===== config.mk =====
export PLATFORM = sky130hd
export DESIGN_NAME = scan_decode_ctrl_flat
export DESIGN_NICKNAME = d
export VERILOG_FILES = /design/src/rtl/scan_decode_ctrl_pkg.sv /design/src/rtl/scan_decode_ctrl_if.sv /design/src/rtl/scan_decode_ctrl_rr_next_sel.sv /design/src/rtl/scan_decode_ctrl.sv /design/src/flat_wrapper.sv
export SDC_FILE = /design/constraint.sdc
export NUM_CORES = 1
export LEC_CHECK = 0
export ABC_CLOCK_PERIOD_IN_PS = 5650
export CAP_MARGIN = 20
export CELL_PAD_IN_SITES_DETAIL_PLACEMENT = 2
export CELL_PAD_IN_SITES_GLOBAL_PLACEMENT = 2
export CORE_MARGIN = 2
export CORE_UTILIZATION = 37
export CTS_CLUSTER_DIAMETER = 30
export DETAILED_ROUTE_END_ITERATION = 6
export MAX_ROUTING_LAYER = met4
export PLACE_DENSITY = 0.88
export SLEW_MARGIN = 20
export SYNTH_ARGS = -nofsm -noshare
export SYNTH_HDL_FRONTEND = slang
export SYNTH_SLANG_ARGS = --single-unit

===== constraint.sdc =====
create_clock -name clk -period 5.65 [get_ports clk]
set_input_delay 1.13 -clock clk [delete_from_list [all_inputs] [get_ports clk]]
set_output_delay 1.13 -clock clk [all_outputs]
set_load 0.005 [all_outputs]

===== src/rtl/scan_decode_ctrl_pkg.sv =====
// rtl/scan_decode_ctrl_pkg.sv - shared types and decoder constants for the scan sequencer
package scan_decode_ctrl_pkg;

    typedef logic [2:0] digit_t;

    typedef enum logic [1:0] {
        ST_IDLE  = 2'd0,
        ST_BLANK = 2'd1,
        ST_SHOW  = 2'd2
    } state_t;

    // {E1, E2_n, E3_n}
    localparam logic [2:0] DEC_ON  = 3'b100;
    localparam logic [2:0] DEC_OFF = 3'b011;

endpackage


===== src/rtl/scan_decode_ctrl_if.sv =====
// rtl/scan_decode_ctrl_if.sv - control inputs and decoder/strobe outputs of the scan sequencer
interface scan_decode_ctrl_if;
    import scan_decode_ctrl_pkg::*;

    logic       en;
    logic [7:0] digit_mask;
    logic       A0;
    logic       A1;
    logic       A2;
    logic       E1;
    logic       E2_n;
    logic       E3_n;
    digit_t     digit_idx;
    logic       digit_strobe;
    logic       busy;

    modport master (
        output en, digit_mask,
        input  A0, A1, A2, E1, E2_n, E3_n, digit_idx, digit_strobe, busy
    );

    modport slave (
        input  en, digit_mask,
        output A0, A1, A2, E1, E2_n, E3_n, digit_idx, digit_strobe, busy
    );
endinterface


===== src/rtl/scan_decode_ctrl_rr_next_sel.sv =====
// rtl/scan_decode_ctrl_rr_next_sel.sv - wrap-around priority search for the next enabled digit
module rr_next_sel
    import scan_decode_ctrl_pkg::*;
(
    input  logic [7:0] mask,
    input  digit_t     start,
    output digit_t     sel,
    output logic       any
);

    digit_t w_probe;
    logic   w_found;

    // Walk start, start+1, ... wrapping 7->0; the first set bit wins
    always_comb begin
        any     = |mask;
        sel     = start;
        w_found = 1'b0;
        w_probe = start;
        for (int i = 0; i < 8; i++) begin
            w_probe = start + i[2:0];
            if (!w_found && mask[w_probe]) begin
                sel     = w_probe;
                w_found = 1'b1;
            end
        end
    end

endmodule


===== src/rtl/scan_decode_ctrl.sv =====
// rtl/scan_decode_ctrl.sv - round-robin blank/dwell scan sequencer for a 3-to-8 decoder
module scan_decode_ctrl
    import scan_decode_ctrl_pkg::*;
#(
    parameter int BLANK_CYC = 1000,
    parameter int DWELL_CYC = 99000,
    parameter int CNT_W     = 17
) (
    input  logic               clk,
    input  logic               rst_n,
    scan_decode_ctrl_if.slave  bus
);

    localparam logic [CNT_W-1:0] BLANK_LOAD = CNT_W'(BLANK_CYC - 1);
    localparam logic [CNT_W-1:0] DWELL_LOAD = CNT_W'(DWELL_CYC - 1);

    state_t           r_state;
    logic [CNT_W-1:0] r_timer;
    digit_t           r_addr;
    digit_t           r_nxt;
    logic [2:0]       r_dec;
    logic             r_strobe;
    logic             r_busy;

    state_t           w_state;
    logic [CNT_W-1:0] w_timer;
    digit_t           w_addr;
    digit_t           w_nxt;
    logic             w_strobe;
    logic             w_do_sel;
    digit_t           w_sel;
    logic             w_any;

    rr_next_sel u_rr_next_sel (
        .mask  (bus.digit_mask),
        .start (r_nxt),
        .sel   (w_sel),
        .any   (w_any)
    );

    // Next-state, timer and address decisions; a selection overrides the per-state result
    always_comb begin
        w_state  = r_state;
        w_timer  = r_timer;
        w_addr   = r_addr;
        w_nxt    = r_nxt;
        w_strobe = 1'b0;
        w_do_sel = 1'b0;
        case (r_state)
            ST_IDLE: begin
                if (bus.en && w_any) w_do_sel = 1'b1;
            end
            ST_BLANK: begin
                if (!bus.en) begin
                    w_state = ST_IDLE;
                end else if (r_timer == '0) begin
                    w_state = ST_SHOW;
                    w_timer = DWELL_LOAD;
                end else begin
                    w_timer = r_timer - CNT_W'(1);
                end
            end
            ST_SHOW: begin
                if (!bus.en) begin
                    w_state = ST_IDLE;
                end else if (r_timer == '0) begin
                    if (w_any) w_do_sel = 1'b1;
                    else       w_state  = ST_IDLE;
                end else begin
                    w_timer = r_timer - CNT_W'(1);
                end
            end
            default: w_state = ST_IDLE;
        endcase
        if (w_do_sel) begin
            w_state  = ST_BLANK;
            w_timer  = BLANK_LOAD;
            w_addr   = w_sel;
            w_nxt    = w_sel + 3'd1;
            w_strobe = 1'b1;
        end
    end

    // State, timer and registered decoder outputs; enables follow the state being entered
    always_ff @(posedge clk or negedge rst_n) begin
        if (!rst_n) begin
            r_state  <= ST_IDLE;
            r_timer  <= '0;
            r_addr   <= '0;
            r_nxt    <= '0;
            r_dec    <= DEC_OFF;
            r_strobe <= 1'b0;
            r_busy   <= 1'b0;
        end else begin
            r_state  <= w_state;
            r_timer  <= w_timer;
            r_addr   <= w_addr;
            r_nxt    <= w_nxt;
            r_dec    <= (w_state == ST_SHOW) ? DEC_ON : DEC_OFF;
            r_strobe <= w_strobe;
            r_busy   <= (w_state != ST_IDLE);
        end
    end

    assign bus.A0           = r_addr[0];
    assign bus.A1           = r_addr[1];
    assign bus.A2           = r_addr[2];
    assign bus.E1           = r_dec[2];
    assign bus.E2_n         = r_dec[1];
    assign bus.E3_n         = r_dec[0];
    assign bus.digit_idx    = r_addr;
    assign bus.digit_strobe = r_strobe;
    assign bus.busy         = r_busy;

endmodule

===== src/flat_wrapper.sv =====
// flat-port wrapper written by rule: the top's interface ports become plain ports
module scan_decode_ctrl_flat import scan_decode_ctrl_pkg::*;
#(
    parameter int BLANK_CYC = 1000,
    parameter int DWELL_CYC = 99000,
    parameter int CNT_W     = 17
)
  (clk, rst_n, bus_en, bus_digit_mask, bus_A0, bus_A1, bus_A2, bus_E1, bus_E2_n, bus_E3_n, bus_digit_idx, bus_digit_strobe, bus_busy);
  scan_decode_ctrl_if bus_i ();
  input  logic clk;
  input  logic rst_n;
  input wire logic [$bits(bus_i.en)-1:0] bus_en;
  input wire logic [$bits(bus_i.digit_mask)-1:0] bus_digit_mask;
  output wire logic [$bits(bus_i.A0)-1:0] bus_A0;
  output wire logic [$bits(bus_i.A1)-1:0] bus_A1;
  output wire logic [$bits(bus_i.A2)-1:0] bus_A2;
  output wire logic [$bits(bus_i.E1)-1:0] bus_E1;
  output wire logic [$bits(bus_i.E2_n)-1:0] bus_E2_n;
  output wire logic [$bits(bus_i.E3_n)-1:0] bus_E3_n;
  output wire logic [$bits(bus_i.digit_idx)-1:0] bus_digit_idx;
  output wire logic [$bits(bus_i.digit_strobe)-1:0] bus_digit_strobe;
  output wire logic [$bits(bus_i.busy)-1:0] bus_busy;
  assign bus_i.en = bus_en;
  assign bus_i.digit_mask = bus_digit_mask;
  assign bus_A0 = bus_i.A0;
  assign bus_A1 = bus_i.A1;
  assign bus_A2 = bus_i.A2;
  assign bus_E1 = bus_i.E1;
  assign bus_E2_n = bus_i.E2_n;
  assign bus_E3_n = bus_i.E3_n;
  assign bus_digit_idx = bus_i.digit_idx;
  assign bus_digit_strobe = bus_i.digit_strobe;
  assign bus_busy = bus_i.busy;
  scan_decode_ctrl #(.BLANK_CYC(BLANK_CYC), .DWELL_CYC(DWELL_CYC), .CNT_W(CNT_W)) u_core (.clk(clk), .rst_n(rst_n), .bus(bus_i));
endmodule

==> run summary <==
Vias per cell = 6.17
Worst vdd ir = 0.000227 V
DR iter-0 viols = 120
Via count = 2401
WP data arrival = 5180 ps
Clk sinks = 29
Yosys top cell by area = dfrtp_1
Post-CTS setup buffer count = 0
Worst Path Max Fanout = 14
Ant. Diodes = 0
Cts hold-fix bufs = 0
Leak = 0.00116 µW
I/O Pins = 22
DRC = 0
Rows = 30
Post-CTS resize count = 0
Area Overhead vs Synth = 14.5%
Max Cap Viol = 0
Per-cell routed wire length = 20.6 µm
Critical Path Sink Type = register
Post-Route WL = 8.00 mm
YS warnings = 0
Setup Slack @ Placement = 682 ps
Commonest cells post-synth = dfrtp_1, nand2_1, nor2_1
CP cell instances = inv_1, ha_1, mux4_2, nor4b_1, or4_1, o41ai_1, a221oi_1, a221oi_1, nor2_1, ha_1, or4_1, nand3_1
Status = complete, no violations
HP Start = u_core.r_timer[11]$_DFFE_PN0P_
Post-synth EDFFs = 0
Worst hold stages = 1
TritonCTS clock tree = built
Peak Freq = 201 MHz
Clk buf depth = 2
Post-synth top area share = 27.0%
Most frequent cell after synthesis = dfrtp_1
Final #Nets = 312
Final Core Density = 43.8%
Yosys reg bits = 29
Initial Util = 38.2%
Share of cells above drive strength 1 = 15.0%
H-tree Lvls = 2
Setup Skew = 6.76 ps
Pwr per Cell Area = 609 nW/µm²
Worst-Margin Slew = 874 ps
Global route overflow = 0
# setup viols final = 0
Setup TNS = 0 ps
Vias in the first global route = 2536
Core Footprint = 6790 µm²
Synth Net Count = 297
Startpoint Class = register
Worst Hold Path EP = u_core.r_timer[11]$_DFFE_PN0P_
CP required = 5870 ps
Yosys cell types = 68
Syn avg cell area = 9.37 µm²
Final hold viol count = 0
Routability Congestion = 0.879
Final Max Tran Viols = 0
Slowest-stage cell, CP = dfrtp_1
Fillers = 730
Min-delay worst type = register to register
Remaining antenna violation count after routing = 0
Post-DP HPWL = 5.88 mm
Post-route minimum period = 4970 ps
Reg2reg start = u_core.r_nxt[1]$_DFFE_PN0N_
Mapped Cells = 277
WS Path Type = register to register
R2R Setup Slk = 680 ps
Ranking of synthesized cells by area = dfrtp_1, mux4_2, mux2_2
Later-pin clock latency in the skew report = 280 ps
FFs w/ async S/R, synth = 100%
Critical R2R Capture = u_core.r_nxt[2]$_DFFE_PN0N_
IO buf count = 21
R2R cell count = 12
Root Driver = clkbuf_8
First-pass GRT wire length = 13.4 mm
DIE WIDTH = 87.8 µm
Slew headroom = 41.3%
Total track usage = 23.0%
Sequential-to-total area share from yosys stat = 28.0%
Number of CTS-inserted buffers = 5
Clock slew at reported path FFs = 70 ps
Main synth FF type = dfrtp_1
Tcrit/Tclk final = 87.9%
Die area = 7700 µm²
DIE HEIGHT = 87.8 µm
Post-Syn Area = 2600 µm²
Setup ws final = 683 ps
Initial antenna violation count = 0
Largest net degree at the start of global routing = 30
First-pass DRT Iterations = 4
RSZ-0062 raised after global routing = false
Highest cell delay on the worst timing path = 770 ps
[power breakdown]
part	switching (µW)	internal [µW]
sequential	81.6	261
clock	83.7	144
combinational	703	537
total	868	942
[cell type report]
type                       count  area, µm²  area share [%]
multi-input combinational    219       1730            58.1
sequential                    29        727            24.5
timing repair buffer          24        233            7.83
tap                           96        120            4.04
clock buffer                   7       86.3            2.90
inverter                      13       50.0            1.68
clock inverter                 1       30.0            1.01
[worst max path at each step]
stage          slack (ps)  cells after the start                   startpoint                          end
5_1_grt               450                     12  u_core.r_nxt[1]$_DFFE_PN0N_  u_core.r_nxt[2]$_DFFE_PN0N_
3_3_place_gp          950                     11            bus_digit_mask[3]  u_core.r_nxt[2]$_DFFE_PN0N_
6_report              680                     12  u_core.r_nxt[1]$_DFFE_PN0N_  u_core.r_nxt[2]$_DFFE_PN0N_
3_5_place_dp          680                     11            bus_digit_mask[2]  u_core.r_nxt[2]$_DFFE_PN0N_
2_1_floorplan        1610                     14  u_core.r_nxt[1]$_DFFE_PN0N_  u_core.r_nxt[2]$_DFFE_PN0N_
4_1_cts               720                     12  u_core.r_nxt[1]$_DFFE_PN0N_  u_core.r_nxt[2]$_DFFE_PN0N_
[placed cells by master (no fill, tap or decap), types with 3 or more instances in the layout]
cell type / netlist / final
dfrtp_1: 28 / 28
nand2_1: 21 / 21
clkdlybuf4s50_1: 0 / 21
nor2_1: 20 / 20
mux4_2: 13 / 13
inv_1: 12 / 12
a21oi_1: 12 / 12
mux2_2: 11 / 11
o21ai_0: 11 / 11
nor3_1: 11 / 11
ha_1: 9 / 9
o21ai_1: 7 / 7
nand3_1: 6 / 6
clkbuf_8: 0 / 6
a31oi_1: 5 / 5
nor4_1: 5 / 5
nand2b_1: 5 / 5
or4_1: 4 / 4
and2_1: 4 / 4
or3_1: 4 / 4
o31ai_1: 4 / 4
xor2_1: 3 / 3
mux2i_1: 3 / 3
a21o_1: 3 / 3
and3_1: 3 / 3
o221ai_1: 3 / 3
a22o_1: 3 / 3
buf_4: 5 / 3
[worst max-delay path: cells and delay by family, from the launching register on]
| kind | cells | cell delay, ps |
|---|---|---|
| simple gates | 5 | 1560 |
| fa+ha+maj | 2 | 910 |
| compound gates | 3 | 910 |
| flops | 1 | 770 |
| mux | 1 | 500 |
| buf+inv | 1 | 250 |
[routing by layer]
layer | part of all wire [%] | up-vias | track usage, %
li1 | - | 1095 | -
met1 | 44 | 1240 | 28.5
met2 | 52 | 54 | 39.3
met3 | 2.8 | 12 | 3.20
met4 | 1.6 | 0 | 6.29
met5 | 0 | - | -
[flip-flops by register name, indices dropped and copies added (netlist names)]
signal,count
u_core.bus.busy,1
u_core.bus.digit_idx,3
u_core.bus.digit_strobe,1
u_core.r_dec,2
u_core.r_nxt,3
u_core.r_state,2
u_core.r_timer,17
[stage by stage]
| stage | total power, µW | instances | hold WS (ps) | area, µm² |
|---|---|---|---|---|
| final | 1810 | 389 | 497 | 2970 |
| after floorplan | 1240 | 277 | 457 | 2600 |
| after global routing | 1960 | 389 | 513 | 2970 |
| after global placement | 1500 | 381 | 474 | 2860 |
| after detailed placement | 1570 | 381 | 485 | 2860 |
| after CTS | 1820 | 389 | 497 | 2970 |
[cell families after synthesis]
group                      after synthesis  share of synthesized area [%]
muxes                                   27                           17.2
and+or+nand+nor                         99                           21.2
buffers and inverters                   29                           5.49
DFF                                     29                           28.0
adders and majority gates                9                           4.34
xor gates and xnor gates                 5                           1.69
AOI/OAI and AO/OA                       79                           22.1
(Power assumes the default switching activity.)
